$ cat src/rtl/avalon_pkg.sv
// avalon_pkg: shared arbitration state encoding for Avalon initiators
package avalon_pkg;
  typedef enum logic [1:0] {IDLE, OWN0, OWN1} arb_state_t;
endpackage

$ cat src/rtl/avalon_master_arbiter.sv
// avalon_master_arbiter: round-robin arbiter muxing two Avalon-MM requesters onto one downstream port
module avalon_master_arbiter
  import avalon_pkg::*;
#(
  parameter int AW = 32,
  parameter int DW = 32
) (
  input  logic          clk,
  input  logic          reset_n,
  input  logic          r0_read,
  input  logic          r0_write,
  input  logic          r0_lock,
  input  logic [AW-1:0] r0_address,
  input  logic [DW-1:0] r0_writedata,
  output logic [DW-1:0] r0_readdata,
  output logic          r0_waitrequest,
  input  logic          r1_read,
  input  logic          r1_write,
  input  logic          r1_lock,
  input  logic [AW-1:0] r1_address,
  input  logic [DW-1:0] r1_writedata,
  output logic [DW-1:0] r1_readdata,
  output logic          r1_waitrequest,
  output logic          avm_read,
  output logic          avm_write,
  output logic [AW-1:0] avm_address,
  output logic [DW-1:0] avm_writedata,
  input  logic [DW-1:0] avm_readdata,
  input  logic          avm_waitrequest,
  output logic [1:0]    grant,
  output logic [15:0]   cnt0,
  output logic [15:0]   cnt1
);
  arb_state_t state, nxt;
  logic last;
  logic req0, req1, own0, own1, done0, done1;

  assign req0  = r0_read | r0_write;
  assign req1  = r1_read | r1_write;
  assign own0  = state == OWN0;
  assign own1  = state == OWN1;
  assign done0 = own0 & req0 & ~avm_waitrequest;
  assign done1 = own1 & req1 & ~avm_waitrequest;

  // Next owner: ties go to whoever was not granted last; a locked completion keeps ownership
  always_comb begin
    nxt = state;
    case (state)
      IDLE:    nxt = (req0 && req1) ? (last ? OWN0 : OWN1) : req0 ? OWN0 : req1 ? OWN1 : IDLE;
      OWN0:    nxt = !req0 ? IDLE : (!done0 || r0_lock) ? OWN0 : req1 ? OWN1 : IDLE;
      OWN1:    nxt = !req1 ? IDLE : (!done1 || r1_lock) ? OWN1 : req0 ? OWN0 : IDLE;
      default: nxt = IDLE;
    endcase
  end

  // Owner register, last-granted tracking and per-requester completion counters
  always_ff @(posedge clk or negedge reset_n) begin
    if (!reset_n) begin
      state <= IDLE;
      last  <= 1'b1;
      cnt0  <= '0;
      cnt1  <= '0;
    end else begin
      state <= nxt;
      if (nxt != IDLE) last <= (nxt == OWN1);
      if (done0) cnt0 <= cnt0 + 16'd1;
      if (done1) cnt1 <= cnt1 + 16'd1;
    end
  end

  assign grant          = {own1, own0};
  assign avm_read       = own0 ? r0_read : own1 ? r1_read : 1'b0;
  assign avm_write      = own0 ? r0_write : own1 ? r1_write : 1'b0;
  assign avm_address    = own0 ? r0_address : own1 ? r1_address : '0;
  assign avm_writedata  = own0 ? r0_writedata : own1 ? r1_writedata : '0;
  assign r0_waitrequest = own0 ? avm_waitrequest : 1'b1;
  assign r1_waitrequest = own1 ? avm_waitrequest : 1'b1;
  assign r0_readdata    = own0 ? avm_readdata : '0;
  assign r1_readdata    = own1 ? avm_readdata : '0;
endmodule

$ cat config.mk
export PLATFORM = sky130hd
export DESIGN_NAME = avalon_master_arbiter
export DESIGN_NICKNAME = d
export VERILOG_FILES = /design/src/rtl/avalon_pkg.sv /design/src/rtl/avalon_master_arbiter.sv
export SDC_FILE = /design/constraint.sdc
export NUM_CORES = 1
export LEC_CHECK = 0
export BUFFER_PORTS_ARGS = -buffer_cell sky130_fd_sc_hd__buf_2
export CAP_MARGIN = 30
export CELL_PAD_IN_SITES_DETAIL_PLACEMENT = 1
export CELL_PAD_IN_SITES_GLOBAL_PLACEMENT = 1
export CORE_MARGIN = 10
export CORE_UTILIZATION = 23
export CTS_CLUSTER_DIAMETER = 200
export DETAILED_ROUTE_END_ITERATION = 16
export GPL_TIMING_DRIVEN = 0
export PLACE_DENSITY = 0.86
export SLEW_MARGIN = 25
export SYNTH_ARGS = -nofsm -noshare
export SYNTH_HDL_FRONTEND = slang
export SYNTH_SLANG_ARGS = --single-unit
$ cat constraint.sdc
create_clock -name clk -period 4.4 [get_ports clk]
set_clock_uncertainty 0.1 [all_clocks]
set_input_delay 0.44 -clock clk [delete_from_list [all_inputs] [get_ports clk]]
set_output_delay 0.44 -clock clk [all_outputs]
set_load 0.1 [all_outputs]
=== After elaboration in Yosys (flattened, before gate mapping) ===
Index checks and enable logic that the tools add are counted.

* $add $sub $neg: 2
* Equality and inequality tests: 3
* Mux-type cells: 22
* Bitwise operators: 7
* Reduce and logical (&&, ||, !) cells: 7

{| class="wikitable"
|+ Operators with widths
! kind !! count
|-
| $mux W32 || 6
|-
| $add A16 B1 Y16 const B || 2
|-
| $mux W2 || 8
|-
| $mux W1 || 7
|-
| $pmux W2 S3 || 1
|-
| $and A1 B1 Y1 || 4
|-
| $eq A2 B2 Y1 const B || 2
|-
| $eq A2 B1 Y1 const B || 1
|-
| $logic_not A1 Y1 || 2
|-
| $logic_not A2 Y1 || 1
|-
| $logic_or A1 B1 Y1 || 2
|-
| $or A1 B1 Y1 || 2
|-
| $reduce_bool A2 Y1 || 1
|-
| $logic_and A1 B1 Y1 || 1
|-
| $not A1 Y1 || 1
|}

* Flip-flop bits (word level): 35
* Bits of input ports: 169
* Output and inout bits: 166

=== Depth between registers and ports, before layout ===
* Word-level depth: 9
* Depth in mapped cells: 6

=== Worst setup path after synthesis ===
No wires, ideal clock.

* Path type: register -> register
* Start point: register cnt1[0]
* End point: register cnt1[14]
* Setup time: 0.158 ns
* Arrival: 2.283 ns
* Required time: 4.142 ns
* Path slack: 1.858 ns
* Cell stages (with the launch flop): 6
* Clock period less this slack: 2.542 ns
* Cell sequence: dfrtp_1 ha_1 nand3_1 nor4_1 nand4_1 xnor2_1

* Word-level cells in the longest chain between the ends: 1

{| class="wikitable"
|+ Ends and longest elaborated chain
! item !! line !! text
|-
| from (decl) || avalon_master_arbiter.sv:32 || <nowiki>output logic [15:0] cnt1</nowiki>
|-
| from (signal assigned) || avalon_master_arbiter.sv:67 || <nowiki>if (done1) cnt1 <= cnt1 + 16'd1;</nowiki>
|-
| $add A16 B1 Y16 || avalon_master_arbiter.sv:67 ||
|}

No other way between the ends.
A chain may end at the register's enable or synchronous reset.

=== Worst setup path in the final report ===
* Start point: register state[1]
* End point: output r0_readdata[19]

* Word-level cells in the longest chain between the ends: 2

{| class="wikitable"
|+ Ends and longest elaborated chain
! item !! line !! text
|-
| from (decl) || avalon_master_arbiter.sv:34 || <nowiki>arb_state_t state, nxt;</nowiki>
|-
| from (signal assigned) || avalon_master_arbiter.sv:64 || <nowiki>state <= nxt;</nowiki>
|-
| $eq A2 B1 Y1 || avalon_master_arbiter.sv:40 || <nowiki>assign own0 = state == OWN0;</nowiki>
|-
| $mux W32 || avalon_master_arbiter.sv:78 || <nowiki>assign r0_readdata = own0 ? avm_readdata : '0;</nowiki>
|-
| to (decl) || avalon_master_arbiter.sv:15 || <nowiki>output logic [DW-1:0] r0_readdata,</nowiki>
|}

No other way between the ends.

==> flow_summary.ini <==
[sta]
finalSetupViolCount = 0
fmaxAchievable_ghz = 0.322
slew_viol_final = 0
relSlewSlack_pct = 44.2
fin_tns_setup_ns = 0
worst_pin_slew_ns = 0.829
final.min_clock_period_ns = 3.11
rsz0062_at_grt = false
hold_viol = 0
fin_crit_sh_pct = 70.7

[die]
num_rows = 39
initial_core_util_pct = 23.8
fp.dieH_um = 129
io_pins = 335
die_w_um = 129
die_area_um2 = 16800
coreArea_um2 = 11600

[global_route]
antenna_found_initial = 6
gr-total-overflow = 0
grt_first_pass_wirelength_mm = 26.6
grt_usage_pct = 20.8
grt_max_degree = 36
grt_pass1_vias = 4253

[finish]
nFillCells = 1494
final_net_count = 816
layout-drive-gt1-share_pct = 56.2
area_growth_pct = 74.1
finalNonFillerCells = 795

[worst_setup_path]
cp.buffers_inverters = 4
critical_path_class = register to primary output
slowest_stage = dfrtp_1
cp.required_ns = 3.86
rrSetupSlack_ns = 2.27
cpMostUsedCell = clkbuf_1
crit_path_end_kind = primary output
crit_fanout = 10
cp.arrival_ns = 2.57
worstPathCellList = nand2b_4 > inv_2 > clkbuf_1 > clkbuf_1 > and2_1 > buf_2
max_stage_delay_ns = 0.48
critical_path.top_delay_family = buffers and inverters
start_kind = register

[worst_hold_path]
hold_path_class = primary input to asynchronous set/reset pin

[synth]
yosysUniqueCellTypes = 40
netlist_instances = 303
synth_commonest_cells = a22o_1, and2_1, dfrtp_1
synth_nets = 474
yosysMostFrequentCell = a22o_1
syn-mean-instance-area_um2 = 9.10
syn_area_um2 = 2760
synth_seq_cells = 35
ys_seq_area_share_pct = 31.8
yosys.area.top_type = dfrtp_1
async_flop_share_pct = 100
ys_warn_count = 0
yosysTopAreaCellShare_pct = 30.9
synth_ff_type = dfrtp_1
synth_edf_count = 0
synthTopCellsByArea = dfrtp_1, a22o_1, and2_1

[clock_network]
clk_latency_ns = 0.28
cts_buffer_depth = 2
cts_setup_buffers = 0
cts.root.buffer_cell = clkbuf_16
clk_pin_slew_ns = 0.06
cts_sinks = 35
cts_resized = 0
cts.hold.buffers_added = 0
numCtsBuffers = 5
tritoncts = done
htree_levels = 2

[drt]
drcViolationCount = 0
drtIter0Drc = 183
antenna_left = 0
first_pass_iters = 4
avgRoutedWirePerCell_um = 23.9
vias = 3833
routed_wl_mm = 19.0
viasPerCell = 4.82

[placed_design]
dp_hpwl_mm = 16.7
port-buffer-count = 334
place_congestion = 0.932
placedCellCount = 781

[job]
maxCapViolations = 0

[outcome]
status = completed
==> path summary, 6_finish.rpt <==
check,startpoint,endpoint,depth (start not counted)
setup / recovery,state[1],r0_readdata[19],6
hold / removal,reset_n,cnt1[13],1
setup reg to reg,state[0],cnt1[6],5
hold reg to reg,cnt1[15],cnt1[15],1
max in group asynchronous,reset_n,cnt0[6],1
min in group clk,cnt1[15],cnt1[15],1
==> flip-flops by register name, indices dropped and copies added (netlist names) <==
register	cells
cnt1	16
state	2
cnt0	16
last	1
==> per-stage QoR <==
stage / instance area (um^2) / setup WS [ns] / hold WS [ns] / util [%]
after global placement: 4610 / 1.65 / 0.356 / 39.8
final: 4800 / 1.29 / 0.142 / 41.5
after detailed placement: 4610 / 1.59 / 0.365 / 39.9
after CTS: 4790 / 1.26 / 0.167 / 41.4
after floorplan: 2760 / 1.86 / 0.0444 / -
after global routing: 4800 / 1.10 / 0.209 / 41.5
==> logic make-up (layout without fill, tap and decap cells) <==
| logic type | Yosys count | in the layout | synth area share [%] |
|---|---|---|---|
| AOI/OAI and AO/OA | 74 | 74 | 23.0 |
| xor gates and xnor gates | 30 | 30 | 9.53 |
| adders and majority gates | 2 | 2 | 0.907 |
| buffers and inverters | 31 | 374 | 4.81 |
| DFF | 35 | 35 | 31.8 |
| muxes | 2 | 2 | 0.817 |
| other | 0 | 6 | 0 |
| and+or+nand+nor | 129 | 129 | 29.2 |
==> layout by cell type, fill, tap and decap left out, drive strengths merged <==
cell type and n:
a211o 1, or3 2, and4 4, nor3 5
o21ai 2, nand3 8, nand4 6, xor2 16
buf 339, nor2 13, clkinv 1, a31oi 1
dfrtp 34, nor4b 1, diode 6, a21oi 2
inv 7, a221o 1, nor4 3, nand2 10
nor3b 3, nand2b 4, and2 65, ha 2
o31ai 1, mux2 2, dfstp 1, xnor2 14
bufinv 1, or4 3, clkbuf 26, nor2b 1
or2 1, a22o 66
==> layer usage <==
layer  track usage, %  vias up  wire (um)  share of wire [%]
met5                0        -          0                  0
met4             7.28        0        337                1.8
met3             5.34       20       1340                7.1
met2             38.6      169      10400                 55
met1             22.4     1865       6910                 36
li1                 -     1779          -                  -
==> final cells by class <==
type                            instances  area, um^2  area share [%]
Timing Repair Buffer                  335        1680            34.9
Tap cell                              143         179            3.73
Inverter                                6        22.5           0.469
Multi-Input combinational cell        237        1750            36.4
Buffer                                 25         110            2.29
Clock inverter                          3        47.5           0.990
Antenna cell                            6        15.0           0.313
Sequential cell                        35         877            18.3
Clock buffer                            5         125            2.61
Power is not shown: default switching activity piles up to over one toggle a cycle in this logic, so the estimate is an artifact.
